`src/rtl/cache_pkg.sv`:
```
// cache_pkg: shared types and constants for the
// write-back cache slice.
package cache_pkg;

  typedef enum logic [2:0] {
    IDLE,
    LOOKUP,
    WRITEBACK,
    REFILL,
    RESP
  } state_t;

  localparam logic REQ_READ  = 1'b0;
  localparam logic REQ_WRITE = 1'b1;

  localparam int CNT_W = 16;

  function automatic logic [CNT_W-1:0] sat_inc(
    input logic [CNT_W-1:0] v
  );
    return (&v) ? v : v + 1'b1;
  endfunction

endpackage

```
`src/rtl/cache_line_store.sv`:
```
// cache_line_store: valid/dirty/tag/data arrays,
// combinational read, synchronous write.
module cache_line_store #(
  parameter int DATA_W  = 32,
  parameter int INDEX_W = 6,
  parameter int TAG_W   = 6
) (
  input  logic               clk,
  input  logic               rst_n,
  input  logic [INDEX_W-1:0] rd_index,
  output logic               rd_valid,
  output logic               rd_dirty,
  output logic [TAG_W-1:0]   rd_tag,
  output logic [DATA_W-1:0]  rd_data,
  input  logic               wr_en,
  input  logic [INDEX_W-1:0] wr_index,
  input  logic [TAG_W-1:0]   wr_tag,
  input  logic [DATA_W-1:0]  wr_data,
  input  logic               wr_dirty
);

  localparam int LINES = 1 << INDEX_W;

  logic [LINES-1:0]  valid_q;
  logic [LINES-1:0]  dirty_q;
  logic [TAG_W-1:0]  tag_q  [LINES];
  logic [DATA_W-1:0] data_q [LINES];

  // line status bits, cleared asynchronously
  always_ff @(posedge clk or negedge rst_n) begin
    if (!rst_n) begin
      valid_q <= '0;
      dirty_q <= '0;
    end else if (wr_en) begin
      valid_q[wr_index] <= 1'b1;
      dirty_q[wr_index] <= wr_dirty;
    end
  end

  // tag and data payload, no reset needed
  always_ff @(posedge clk) begin
    if (wr_en) begin
      tag_q[wr_index]  <= wr_tag;
      data_q[wr_index] <= wr_data;
    end
  end

  assign rd_valid = valid_q[rd_index];
  assign rd_dirty = dirty_q[rd_index];
  assign rd_tag   = tag_q[rd_index];
  assign rd_data  = data_q[rd_index];

endmodule

```
`src/rtl/cache_wb.sv`:
```
// cache_wb: direct-mapped write-back write-allocate
// cache, one word per line, with hit/miss counters.
module cache_wb
  import cache_pkg::*;
#(
  parameter int DATA_W  = 32,
  parameter int ADDR_W  = 12,
  parameter int INDEX_W = 6
) (
  input  logic              clk,
  input  logic              rst_n,
  input  logic              req_valid,
  output logic              req_ready,
  input  logic              req_we,
  input  logic [ADDR_W-1:0] req_addr,
  input  logic [DATA_W-1:0] req_wdata,
  output logic              rsp_valid,
  output logic [DATA_W-1:0] rsp_rdata,
  output logic              mem_valid,
  input  logic              mem_ready,
  output logic              mem_we,
  output logic [ADDR_W-1:0] mem_addr,
  output logic [DATA_W-1:0] mem_wdata,
  input  logic [DATA_W-1:0] mem_rdata,
  output logic [15:0]       hit_cnt,
  output logic [15:0]       miss_cnt
);

  localparam int TAG_W = ADDR_W - INDEX_W;

  state_t state_q, state_d;

  logic              we_q;
  logic [ADDR_W-1:0] addr_q;
  logic [DATA_W-1:0] wdata_q;
  logic [DATA_W-1:0] rsp_q;
  logic [CNT_W-1:0]  hit_q;
  logic [CNT_W-1:0]  miss_q;

  logic [INDEX_W-1:0] idx;
  logic [TAG_W-1:0]   tag;
  logic               line_valid;
  logic               line_dirty;
  logic [TAG_W-1:0]   line_tag;
  logic [DATA_W-1:0]  line_data;
  logic               hit;
  logic               wr_en;
  logic               wr_dirty;
  logic [DATA_W-1:0]  wr_data;

  assign idx = addr_q[INDEX_W-1:0];
  assign tag = addr_q[ADDR_W-1:INDEX_W];
  assign hit = line_valid && (line_tag == tag);

  cache_line_store #(
    .DATA_W  (DATA_W),
    .INDEX_W (INDEX_W),
    .TAG_W   (TAG_W)
  ) u_store (
    .clk      (clk),
    .rst_n    (rst_n),
    .rd_index (idx),
    .rd_valid (line_valid),
    .rd_dirty (line_dirty),
    .rd_tag   (line_tag),
    .rd_data  (line_data),
    .wr_en    (wr_en),
    .wr_index (idx),
    .wr_tag   (tag),
    .wr_data  (wr_data),
    .wr_dirty (wr_dirty)
  );

  // state register
  always_ff @(posedge clk or negedge rst_n) begin
    if (!rst_n) state_q <= IDLE;
    else        state_q <= state_d;
  end

  // next-state logic
  always_comb begin
    state_d = state_q;
    case (state_q)
      IDLE:
        if (req_valid) state_d = LOOKUP;
      LOOKUP:
        if (hit)
          state_d = RESP;
        else if (line_valid && line_dirty)
          state_d = WRITEBACK;
        else
          state_d = REFILL;
      WRITEBACK:
        if (mem_ready) state_d = REFILL;
      REFILL:
        if (mem_ready) state_d = RESP;
      RESP:
        state_d = IDLE;
      default:
        state_d = IDLE;
    endcase
  end

  // handshake and memory-side outputs
  always_comb begin
    req_ready = 1'b0;
    rsp_valid = 1'b0;
    mem_valid = 1'b0;
    mem_we    = 1'b0;
    mem_addr  = '0;
    mem_wdata = '0;
    case (state_q)
      IDLE: req_ready = 1'b1;
      WRITEBACK: begin
        mem_valid = 1'b1;
        mem_we    = 1'b1;
        mem_addr  = {line_tag, idx};
        mem_wdata = line_data;
      end
      REFILL: begin
        mem_valid = 1'b1;
        mem_addr  = addr_q;
      end
      RESP: rsp_valid = 1'b1;
      default: ;
    endcase
  end

  // line update: write hit, or refill merged with write
  always_comb begin
    wr_en    = 1'b0;
    wr_data  = wdata_q;
    wr_dirty = 1'b1;
    case (state_q)
      LOOKUP:
        wr_en = hit && (we_q == REQ_WRITE);
      REFILL: begin
        wr_en    = mem_ready;
        wr_dirty = (we_q == REQ_WRITE);
        if (we_q == REQ_READ) wr_data = mem_rdata;
      end
      default: ;
    endcase
  end

  // request capture on acceptance
  always_ff @(posedge clk or negedge rst_n) begin
    if (!rst_n) begin
      we_q    <= REQ_READ;
      addr_q  <= '0;
      wdata_q <= '0;
    end else if (state_q == IDLE && req_valid) begin
      we_q    <= req_we;
      addr_q  <= req_addr;
      wdata_q <= req_wdata;
    end
  end

  // response word: line data on hit, final word on refill
  always_ff @(posedge clk or negedge rst_n) begin
    if (!rst_n) begin
      rsp_q <= '0;
    end else if (state_q == LOOKUP && hit) begin
      rsp_q <= (we_q == REQ_WRITE) ? wdata_q : line_data;
    end else if (state_q == REFILL && mem_ready) begin
      rsp_q <= wr_data;
    end
  end

  // saturating hit/miss statistics
  always_ff @(posedge clk or negedge rst_n) begin
    if (!rst_n) begin
      hit_q  <= '0;
      miss_q <= '0;
    end else if (state_q == LOOKUP) begin
      if (hit) hit_q  <= sat_inc(hit_q);
      else     miss_q <= sat_inc(miss_q);
    end
  end

  assign rsp_rdata = rsp_q;
  assign hit_cnt   = hit_q;
  assign miss_cnt  = miss_q;

endmodule

```
`config.mk`:
```
export PLATFORM = sky130hd
export DESIGN_NAME = cache_wb
export DESIGN_NICKNAME = d
export VERILOG_FILES = /design/src/rtl/cache_pkg.sv /design/src/rtl/cache_line_store.sv /design/src/rtl/cache_wb.sv
export SDC_FILE = /design/constraint.sdc
export NUM_CORES = 2
export LEC_CHECK = 0
export CAP_MARGIN = 20
export CORE_UTILIZATION = 46
export DETAILED_ROUTE_END_ITERATION = 16
export MAX_ROUTING_LAYER = met4
export PLACE_DENSITY = 0.61
export SLEW_MARGIN = 20
export SYNTH_ARGS = -nofsm -noshare
export SYNTH_HDL_FRONTEND = slang
export SYNTH_HIERARCHICAL = 1
export SYNTH_SLANG_ARGS = --single-unit
export TNS_END_PERCENT = 10
```
`constraint.sdc`:
```
create_clock -name clk -period 13.7 [get_ports clk]
set_input_delay 2.055 -clock clk [delete_from_list [all_inputs] [get_ports clk]]
set_output_delay 2.055 -clock clk [all_outputs]
set_load 0.03 [all_outputs]
```
# After elaboration in Yosys (flattened, before gate mapping)
# Memories as Yosys holds them, arrays and structs flattened.
# Index checks and enable logic that the tools add are counted.
# totals
ff_bits	240
mem_bits_rw	2432
input_bits	81
word_cells	70
mem_count	2
# mem_list
memory	words	word_bits	rd	rd_clocked_by_memory_dff	write_ports	line	text
u_store.data_q	64	32	1	0	1	cache_line_store.sv:27	logic [DATA_W-1:0] data_q [LINES];
u_store.tag_q	64	6	1	0	1	cache_line_store.sv:26	logic [TAG_W-1:0] tag_q [LINES];
# classes
n_addsub	2
n_lt_le_gt_ge	2
n_eq_ne	8
muxes	28
n_bitwise	4
n_reduce_logical	15
# ops
cell	count
32-bit 2-to-1 mux	6
64-bit bitwise mux	1
64-bit OR	1
16-bit by 1-bit adder with 16-bit output (second input constant)	2
16-bit AND reduction	2
12-bit one-hot mux with 2 select lines	1
1-bit binary-select mux with 6-bit select	2
3-bit 2-to-1 mux	4
3-bit one-hot mux with 4 select lines	1
1-bit 2-to-1 mux	11
3-bit AND reduction	3
1-bit logical AND	7
6-bit by 7-bit < comparator with 1-bit output (second input constant)	1
1-bit demux with 6-bit select	1
3-bit by 2-bit equality test with 1-bit output (second input constant)	2
6-bit equality test	1
6-bit by 1-bit greater-or-equal comparator with 1-bit output (second input constant)	1
2-bit != test (second input constant)	3
3-bit by 1-bit equality test with 1-bit output (second input constant)	1
3-bit equality test (second input constant)	1
3-bit zero test	1
1-bit inverter	3
1-bit one-hot mux with 2 select lines	1
2-bit nonzero test	1
2-bit OR reduction	1

# Depth between registers and ports, before layout
# logic_depth
word_depth	7
depth_mapped	20

# Cells and area by module
# The synthesis kept the hierarchy.
# by_module_without_submodules
module	n_inst	cells_each	area_each_um2	seq_area_each_um2
cache_line_store	1	4245	97398.4	76233.1
cache_wb	1	508	5952.0	2802.7

# Least setup slack after synthesis
# Ideal clock, no wire load.
# synth_timing
kind	register -> register
from	register addr_q[0]
to	register u_store.dirty_q[30]
setup_ps	125
arrival_ps	5824
path_slack_ps	7750
stages_incl_launch_ff	19
synth_period_minus_slack_ps	5950
path_cell_list	dfrtp_1 -> buf_2 -> buf_6 -> buf_6 -> buf_4 -> mux4_2 -> a221oi_1 -> a221oi_1 -> xnor2_1 -> nand4_1 -> nor3_2 -> buf_4 -> buf_2 -> nand2_1 -> nand2_1 -> nor2b_1 -> nand3_1 -> nor2_1 -> mux2_2
# synth_between
elab_chain_len	5
elab_cells_between_ends	13
cone_classes	order compare: 2; eq/ne: 1; mux: 6; reduce/logical: 3; memory: 1
# synth_lines
item	line	text
from (decl)	cache_wb.sv:34	logic [ADDR_W-1:0] addr_q;
from (signal assigned)	cache_wb.sv:154	addr_q <= req_addr;
memory read 64 x 6 bit	-	
named net line_tag[5]	cache_wb.sv:44	logic [TAG_W-1:0] line_tag;
6-bit equality test	cache_wb.sv:53	assign hit = line_valid && (line_tag == tag);
1-bit logical AND	cache_wb.sv:53	
1-bit logical AND	cache_wb.sv:136	wr_en = hit && (we_q == REQ_WRITE);
1-bit one-hot mux with 2 select lines	cache_wb.sv:134	case (state_q)
named net wr_en	cache_wb.sv:47	logic wr_en;
to (signal, indexed assignment)	cache_line_store.sv:36	dirty_q[wr_index] <= wr_dirty;
to (decl)	cache_line_store.sv:25	logic [LINES-1:0] dirty_q;
# The timed path passes the listed nets, and every way through them passes these cells. The select of a mux whose other input is x is not followed.
# A chain may end at the register's enable or synchronous reset.

# Worst setup path after layout
# layout_timing
from	register addr_q[1]
to	output port mem_addr[9]
# layout_between
elab_chain_len	2
# layout_lines
item	line	text
memory read 64 x 6 bit	-	
named net line_tag[3]	cache_wb.sv:44	
12-bit one-hot mux with 2 select lines	cache_wb.sv:112	case (state_q)
to (decl)	cache_wb.sv:22	output logic [ADDR_W-1:0] mem_addr,
# The timed path passes the listed nets, and every way through them passes these cells.

==> metrics.md <==
| Metric | Value |
|---|---|
| Final period utilization | `64.0%` |
| Yosys warns | `6` |
| Root Buffer | `clkbuf_16` |
| CP Max Fanout | `96` |
| Kind of end point of the critical path | `primary output` |
| Vias | `51586` |
| Clock sink count | `2672` |
| Largest net degree at the start of global routing | `129` |
| Hold Vio Cnt, Final | `0` |
| Residual DRC | `0` |
| Setup TNS | `0 ns` |
| CP startpoint kind | `flop` |
| Worst vdd ir | `268 uV` |
| Clock Path Buffers | `4` |
| Slowest Stage Delay on Critical Path | `0.90 ns` |
| Ys flop type | `edfxtp_1` |
| Buf/Inv on CP | `3` |
| CP cell instances | `buf_12, buf_4, nor2b_1, a22oi_1, nand3_1, o31ai_1, a211oi_1, mux2i_1, nor2_1, clkdlybuf4s50_1` |
| Die W | `476 um` |
| H-Tree Level Count | `5` |
| Arr. time, crit path | `6.71 ns` |
| R2r endpoint | `u_store/dirty_q[22]` |
| Synth-to-Final Area Change | `14.7%` |
| Clock latency at the later pin of the worst-skew pair | `0.92 ns` |
| Area of the die | `0.227 mm2` |
| Clk slew on worst S/H paths | `0.06 ns` |
| Final cell count without fillers | `8312` |
| Outcome | `finished clean` |
| TritonCTS clock tree | `built` |
| Final ANT Viol Nets | `0` |
| Global-route wire length before repair | `388000 um` |
| Setup Buffers After CTS | `0` |
| Starting DRT DRC Count | `6241` |
| Sequential fraction of the synthesis area | `76.5%` |
| Layout net count | `5205` |
| Post-Synthesis Net Count | `4836` |
| Vias in the first global route | `51956` |
| Hold Buf Count CTS | `0` |
| Post-DP HPWL | `149000 um` |
| Top delay family on crit path | `buffers and inverters` |
| R2R setup slack | `5.53 ns` |
| Cell count along the critical path | `10` |
| Worst-margin pin slew | `1.36 ns` |
| Total wire length | `273000 um` |
| Fraction of registers with async set/reset | `8.98%` |
| Crit path time final | `8.76 ns` |
| Synthesized area | `0.103 mm2` |
| Final Setup Violations | `0` |
| Initial antenna violation count | `6` |
| Final GP Congestion | `0.829` |
| Layout Skew | `0.0545 ns` |
| Initial core utilization | `46.4%` |
| Syn_area_per_cell | `21.7 um2` |
| Multi-input combinational cell area | `0.0235 mm2` |
| RSZ-0062 raised after global routing | `no` |
| Slowest CP cell | `dfrtp_4` |
| Launch point of the critical path | `addr_q[1]` |
| Hold Path Origin | `u_store/valid_q[57]` |
| Yosys reg bits | `2672` |
| Pwr dens | `228 mW/mm2` |
| Slew Viols, Final | `0` |
| Total congestion overflow | `0` |
| CTS Buf Count | `293` |
| Placed cell count | `7802` |
| Rel. slew slack | `9.67%` |
| IO Pins | `193` |
| Total iterations of the first detailed-routing run | `6` |
| Data required, critical path | `11.64 ns` |
| Share of cells above drive strength 1 | `29.0%` |
| Row cnt | `173` |
| WL/cell | `32.9 um` |
| Number of max-cap violations | `0` |
| Post-synth cell types | `54` |
| Die Ht | `476 um` |
| Port bufs | `192` |
| Storage cell area | `0.0791 mm2` |
| Worst hold slack | `0.461 ns` |
| FMAX | `114 MHz` |
| Synthesized instance count | `4753` |
| Vias per cell | `6.21` |
| Reg2Reg Launch Point | `addr_q[1]` |
| EDFF count, synth | `2432` |
| CP endpoint | `mem_addr[9]` |
| Leak Pwr | `38.3 nW` |
| Post-cts resize count | `0` |
| Worst min-delay path class | `flop to flop` |
| Fill cell count | `16975` |
| Crit path kind | `flop to primary output` |
| FF-to-FF path depth | `17` |
| Core ar. | `0.223 mm2` |
| GRT Util Overall | `25.1%` |
[cells in the mapped netlist, types with 6 or more instances]
master / number / share of area [%]
o221ai_1: 23 / 0.19
nor3_1: 15 / 0.073
nor2b_1: 43 / 0.26
nand4_1: 12 / 0.073
clkbuf_1: 118 / 0.43
and2_1: 43 / 0.26
xnor2_1: 19 / 0.16
edfxtp_1: 2432 / 71
a221oi_1: 70 / 0.59
buf_1: 18 / 0.065
nand3_1: 23 / 0.11
a22oi_1: 57 / 0.41
a221o_1: 32 / 0.31
dfrtp_1: 240 / 5.8
mux2_2: 199 / 2.2
mux2i_1: 54 / 0.52
nor2_1: 134 / 0.49
a21oi_1: 63 / 0.31
o21ai_0: 6 / 0.029
and3_1: 6 / 0.036
nand2_1: 60 / 0.22
o22ai_1: 106 / 0.64
nand2b_1: 10 / 0.061
xor2_1: 15 / 0.13
buf_6: 21 / 0.23
a211oi_1: 24 / 0.17
mux4_2: 628 / 14
buf_2: 66 / 0.32
nand3b_1: 7 / 0.051
or2_2: 67 / 0.41
a22o_1: 49 / 0.42
buf_4: 50 / 0.36
[worst min path at each step]
stage,endpoint,slack [ns],cells after the start
final,u_store/valid_q[57],0.46,1
after global routing,u_store/valid_q[41],0.47,1
after CTS,u_store/valid_q[12],0.46,1
after detailed placement,u_store/valid_q[12],0.45,1
after global placement,u_store/valid_q[58],0.45,1
after floorplan,u_store/valid_q[12],0.43,1
[power by group]
group          internal, mW  leakage, nW  total (mW)  switching (mW)
Sequential             10.6         25.0        10.9           0.269
Combinational          3.11         8.85        8.68            5.56
Clock                  4.47         4.44        7.55            3.08
[layer usage]
| metal | routed length [um] | vias up | part of all wire, % | global-route usage (%) |
|---|---|---|---|---|
| met1 | 112000 | 28172 | 41 | 34.7 |
| met2 | 132000 | 2257 | 48 | 38.5 |
| met4 | 9640 | 0 | 3.5 | 8.54 |
| met5 | 0 | - | 0 | - |
| li1 | - | 20755 | - | - |
| met3 | 19900 | 402 | 7.3 | 3.50 |
[state kept, by name, summed over array words and instances, names as in the netlist]
signal	cells
u_store/tag_q	384
wdata_q	32
u_store/data_q	2048
rsp_rdata	32
u_store/dirty_q	64
miss_cnt	16
u_store/valid_q	64
hit_cnt	16
state_q	3
we_q	1
addr_q	12
[stage by stage]
stage | setup slack (ns) | area [um2] | utilization (%) | power [mW]
3_3_place_gp | 5.90 | 109000 | 49.1 | 19.6
2_1_floorplan | 7.75 | 103000 | - | 16.4
6_report | 4.94 | 119000 | 53.2 | 27.1
5_1_grt | 4.63 | 119000 | 53.2 | 28.0
4_1_cts | 4.89 | 119000 | 53.2 | 27.3
3_5_place_dp | 5.76 | 109000 | 49.1 | 19.8
[layout by cell type (no fill, tap or decap), drive strengths merged, types with 9 or more instances in the layout]
cell,n
bufinv,20
or2,67
clkinvlp,9
nand2b,10
clkdlybuf4s50,191
a22o,49
o221ai,23
a221oi,71
nand4,12
xnor2,19
a21oi,63
nand3,23
a22oi,57
nor2,134
edfxtp,2432
dfrtp,240
o22ai,106
and2,43
nor3,16
nand2,60
mux4,628
nor2b,43
xor2,15
mux2i,54
clkbuf,387
a221o,32
inv,9
a211oi,24
mux2,201
buf,156
clkinv,85
[logic make-up after synthesis]
kind of cell             count (synthesis)  share of synthesized area (%)
flip-flops                            2672                           76.5
AO/OA/AOI/OAI                          445                           3.20
adder cells (fa/ha/maj)                  2                         0.0242
XOR/XNOR                                34                          0.288
buffers and inverters                  277                           1.42
AND/OR/NAND/NOR                        440                           2.20
multiplexers                           883                           16.4
[cell type report]
type / count / share of cell area, %
Clock buffer: 387 / 6.74
Timing Repair Buffer: 347 / 2.69
Multi-Input combinational cell: 1804 / 19.8
Sequential cell: 2672 / 66.7
Tap cell: 2975 / 3.14
Inverter: 4 / 0.0127
Clock inverter: 119 / 0.944
Antenna cell: 4 / 0.00844
Power figures use the tool's default switching activity.
